<file path="config.mk">
export PLATFORM = sky130hd
export DESIGN_NAME = speed_tx
export DESIGN_NICKNAME = d
export VERILOG_FILES = /design/src/rtl/spinv_pkg.sv /design/src/rtl/speed_tx_phase_timer.sv /design/src/rtl/speed_tx.sv
export SDC_FILE = /design/constraint.sdc
export NUM_CORES = 1
export LEC_CHECK = 0
export CAP_MARGIN = 20
export CORE_UTILIZATION = 45
export DETAILED_ROUTE_END_ITERATION = 7
export PLACE_DENSITY = 0.66
export SLEW_MARGIN = 20
export SYNTH_ARGS = -nofsm -noshare
export SYNTH_HDL_FRONTEND = slang
export SYNTH_HIERARCHICAL = 1
export SYNTH_SLANG_ARGS = --single-unit
</file>
<file path="constraint.sdc">
create_clock -name clk -period 5.9 [get_ports clk]
set_clock_uncertainty 0.15 [all_clocks]
set_input_delay 1.18 -clock clk [delete_from_list [all_inputs] [get_ports clk]]
set_output_delay 1.18 -clock clk [all_outputs]
set_load 0.005 [all_outputs]
</file>
<file path="src/rtl/spinv_pkg.sv">
// Shared definitions for the speed link between the controller-side
// transmitter and the PWM sine driver's speed receiver.
package spinv_pkg;

    localparam int SPEED_WIDTH = 4;

    typedef enum logic [1:0] {
        st_idle,
        st_setup,
        st_strobe,
        st_gap
    } state_t;

endpackage

</file>
<file path="src/rtl/speed_tx_phase_timer.sv">
// Loadable down-counter that times one SETUP, STROBE or GAP phase.
// done is high during the last cycle of the loaded duration.
module phase_timer #(
    parameter int CW = 2
) (
    input  logic          clk,
    input  logic          rst_n,
    input  logic          en,
    input  logic          load,
    input  logic [CW-1:0] load_val,
    output logic          done
);

    logic [CW-1:0] cnt;

    always_ff @(posedge clk or negedge rst_n) begin
        if (!rst_n) begin
            cnt <= '0;
        end else if (en) begin
            if (load) begin
                cnt <= load_val;
            end else if (cnt != '0) begin
                cnt <= cnt - CW'(1);
            end
        end
    end

    assign done = (cnt == CW'(1));

endmodule

</file>
<file path="src/rtl/speed_tx.sv">
// Serializes a parallel speed word MSB-first onto the freq/f_en link;
// the receiver samples freq on each rising edge of f_en.
module speed_tx
    import spinv_pkg::*;
#(
    parameter int WIDTH       = SPEED_WIDTH,
    parameter int HALF_PERIOD = 8,
    parameter int GAP_CYCLES  = 4
) (
    input  logic             clk,
    input  logic             rst_n,
    input  logic             en,
    input  logic [WIDTH-1:0] tx_data,
    input  logic             tx_valid,
    output logic             tx_ready,
    output logic             busy,
    output logic             freq,
    output logic             f_en
);

    // One timer serves every phase, so it must hold the longer of the two durations.
    localparam int PMAX = (GAP_CYCLES > HALF_PERIOD) ? GAP_CYCLES : HALF_PERIOD;
    localparam int PW   = $clog2(PMAX + 1);
    localparam int BW   = $clog2(WIDTH + 1);

    state_t           state;
    logic [WIDTH-1:0] shreg;
    logic [WIDTH-1:0] shreg_next;
    logic [BW-1:0]    bit_cnt;
    logic             last_bit;
    logic             t_load;
    logic [PW-1:0]    t_val;
    logic             t_done;

    assign tx_ready   = (state == st_idle) && en;
    assign shreg_next = shreg << 1;
    assign last_bit   = (bit_cnt == BW'(WIDTH - 1));

    always_comb begin
        t_load = 1'b0;
        t_val  = PW'(HALF_PERIOD);
        case (state)
            st_idle:   t_load = tx_valid;
            st_setup:  t_load = t_done;
            st_strobe: begin
                t_load = t_done;
                if (last_bit) t_val = PW'(GAP_CYCLES);
            end
            default:   t_load = 1'b0;
        endcase
    end

    phase_timer #(.CW(PW)) u_timer (
        .clk      (clk),
        .rst_n    (rst_n),
        .en       (en),
        .load     (t_load),
        .load_val (t_val),
        .done     (t_done)
    );

    always_ff @(posedge clk or negedge rst_n) begin
        if (!rst_n) begin
            state   <= st_idle;
            shreg   <= '0;
            bit_cnt <= '0;
            freq    <= 1'b0;
            f_en    <= 1'b0;
            busy    <= 1'b0;
        end else if (en) begin
            case (state)
                st_idle: begin
                    if (tx_valid) begin
                        state   <= st_setup;
                        shreg   <= tx_data;
                        bit_cnt <= '0;
                        freq    <= tx_data[WIDTH-1];
                        f_en    <= 1'b0;
                        busy    <= 1'b1;
                    end
                end
                st_setup: begin
                    if (t_done) begin
                        state <= st_strobe;
                        f_en  <= 1'b1;
                    end
                end
                st_strobe: begin
                    if (t_done) begin
                        f_en <= 1'b0;
                        if (!last_bit) begin
                            // Next bit appears on freq in the same cycle f_en falls.
                            state   <= st_setup;
                            shreg   <= shreg_next;
                            freq    <= shreg_next[WIDTH-1];
                            bit_cnt <= bit_cnt + BW'(1);
                        end else begin
                            freq <= 1'b0;
                            if (GAP_CYCLES > 0) begin
                                state <= st_gap;
                            end else begin
                                state <= st_idle;
                                busy  <= 1'b0;
                            end
                        end
                    end
                end
                st_gap: begin
                    if (t_done) begin
                        state <= st_idle;
                        busy  <= 1'b0;
                    end
                end
                default: state <= st_idle;
            endcase
        end
    end

endmodule

</file>
==> results.toml <==
[clocking]
insertion_delay_ns = 0.27
hold_buffers = 0
cts.reportedPaths.clkPinSlew_ns = 0.08
cts_setup_buffers = 0
cts_tree = "built"
cts_max_path_buffers = 2
htree_levels = 1
cts_sinks = 15
cts_buffers = 3
cts.repair.resized = 0
cts-root-buf = "clkbuf_4"

[synth]
synthTopCellsByArea = "dfrtp_1, ha_1, nand2_1"
yosys.area.top_type = "dfrtp_1"
avgSynthCellArea_sq_um = 9.881
yosys.cell_types.count = 38
ys_seq_area_share_pct = 35.50
ys_seq_elements = 15
synthCells = 107
ys_warn_count = 6
synthArstFlopShare_pct = 100.0
synth_enable_flop_cells = 0
synthFlopType = "dfrtp_1"
syn-cell-area_sq_um = 1057
netlist.area_leader.share_pct = 35.50

[route]
ant_nets = 0
top_layer_used = "met4"
wl_met1_microns = 851
wl_per_cell_microns = 12.21
via_per_inst = 5.122
postRouteWirelength_mm = 1.807
drt_iter0_drc = 15
wl_met2_microns = 909
vias = 758
route.detailed.drc = 0
met3WireLength_microns = 30
dr.pass1.iters = 4

[worst_setup_path]
cp_cell_sequence = "clkdlybuf4s50_1 > and2_1 > clkdlybuf4s50_1"
critical_path_arrival_ns = 2.65
worstPathRequired_ns = 4.57
crit_family = "buffers and inverters"
cpMostUsedCell = "clkdlybuf4s50_1"
worstPathMaxFanout = 17
slowest_delay_ns = 0.76
cp_num_buf_inv = 2
worst_setup_path_end_kind = "primary output"
cp_slowest_cell = "clkdlybuf4s50_1"
cp-start-kind = "primary input"
critPathKind = "primary input to primary output"

[timing]
rsz0062_at_grt = "no"
slew_viol_final = 0
min_period_over_period_pct = 67.37
fin_crit_ns = 3.975
fin_tns_setup_ns = 0
worst_slew_pin_slew_ns = 0.9600
hold_violations = 0
fmax_ghz = 0.2516
hold_slack_ns = 0.3327
finalSetupViolCount = 0
slew_headroom_pct = 35.94

[floorplan]
start_util_pct = 47.79
die_width_microns = 50.47
fp.dieArea_sq_um = 2547
die_h_microns = 50.47
core.rowCount = 17
core_sq_um = 2212
io_pins = 12

[global_routing]
grt.overflow.total = 0
antenna_found_initial = 0
grt_pass1_vias = 741
grt_max_degree = 18
grt_use_total_pct = 17.17
grt_pass1_wl_mm = 3.229

[power]
power.leakage_uw = 0.0005223
swShare_pct = 40.80
p_sw_uw = 214.1
power_frac_seq_pct = 36.1
ir_worst_vdd_v = 0.0002677
clockPowerShare_pct = 10.9
power.internal_uw = 310.7
power_frac_comb_pct = 53.0
power_density_nw_per_um2 = 434.2

[final_layout]
diodes = 0
nets = 142
design_area_sq_um = 1209
areaGrowthSynthToFinish_pct = 14.32
layoutNonFillerInstCount = 148
drive_gt1_share_pct = 10.83

[min_path]
hp-class = "flop to flop"

[place]
hpwl_mm = 1.403
post-place-cells = 144
place_congestion = 0.7766
placed_cell_area_sq_um = 1182
io_buffer_count = 11

[flow_run]
max_cap_violations = 0

[outcome]
status = "finished clean"
synth_stat cells, types with 2 or more instances:
library cell and number:
o21ai_0 3, inv_1 10, mux2_2 2, ha_1 13
dfrtp_1 15, o21ai_1 2, a21oi_1 5, mux2i_1 4
o21ai_2 3, o311ai_1 2, a31oi_1 2, nand3_1 3
nor3b_1 2, nand2b_1 3, nand2_1 14, or2b_1 2
cell families after synthesis:
kind of cell | share of synthesized area (%)
adder cells (fa/ha/maj) | 15.38
flip-flops | 35.50
other | 0.3547
buffers and inverters | 5.799
AO/OA/AOI/OAI | 19.17
AND/OR/NAND/NOR | 16.45
multiplexers | 7.337
area by class of cell:
cell class                      instances  area [sq um]
Timing Repair Buffer                   11         110.1
Tap cell                               28         35.03
Inverter                               10         37.54
Fill cell                             205          1003
Sequential cell                        15         375.4
Clock buffer                            4         26.28
Multi-Input combinational cell         80         624.3
worst paths after layout:
check	to	from	slack, ns	depth (start not counted)
worst max-delay path	tx_ready	en	1.92	3
worst min-delay path	shreg[1]	shreg[1]	0.33	2
worst max register to register	u_timer/cnt[0]	u_timer/cnt[1]	3.54	8
worst min register to register	shreg[1]	shreg[1]	0.33	2
max in group asynchronous	bit_cnt[0]	rst_n	3.99	1
min in group asynchronous	busy	rst_n	1.16	1
layout by cell type (no fill, tap or decap), types with 2 or more instances in the layout:
cell type        synthesis  final
o21ai_1                  2      2
or2b_1                   2      2
o21ai_2                  3      3
inv_1                   10     10
mux2i_1                  4      4
mux2_2                   2      2
a31oi_1                  2      2
nor3b_1                  2      2
ha_1                    13     13
nand2_1                 14     14
o311ai_1                 2      2
clkbuf_4                 0      3
nand3_1                  3      3
nand2b_1                 3      3
dfrtp_1                 15     15
o21ai_0                  3      3
clkdlybuf4s50_1          0     11
a21oi_1                  5      5
conb_1                   1      2
through the flow:
step	total power (uW)	utilization (%)	setup WS, ns
floorplan	399.9	-	3.265
global placement	462.1	53.45	1.950
detailed placement	472.8	53.45	1.903
CTS	533.5	54.64	1.903
global route	584.8	54.64	1.831
finish	524.8	54.64	1.925
worst reg2reg max path, stage by stage (launching register included):
cell and delay, ns:
dfrtp_1 0.42, inv_1 0.12, ha_1 0.14, nor3b_1 0.45, a22oi_1 0.14, nor2_1 0.39, inv_1 0.10, a21boi_0 0.23
o211ai_2 0.10
registers in the layout, summed over array words and instances (netlist names):
| name | count |
|---|---|
| u_timer/cnt | 4 |
| f_en | 1 |
| bit_cnt | 3 |
| busy | 1 |
| freq | 1 |
| shreg | 3 |
| state | 2 |
power by group through the flow:
| stage | sequential, uW | clock [uW] | combinational [uW] |
|---|---|---|---|
| CTS | 190 | 61.6 | 282 |
| finish | 189 | 57.3 | 278 |
| global route | 198 | 66.7 | 320 |
| floorplan | 182 | 0 | 217 |
| global placement | 189 | 0 | 273 |
| detailed placement | 191 | 0 | 282 |
routing by layer:
metal / global-route usage [%] / up-vias
li1: - / 400
met1: 21.41 / 352
met2: 29.33 / 4
met3: 2.727 / 2
met4: 6.944 / 0
met5: 0 / -
Power figures use the tool's default switching activity.
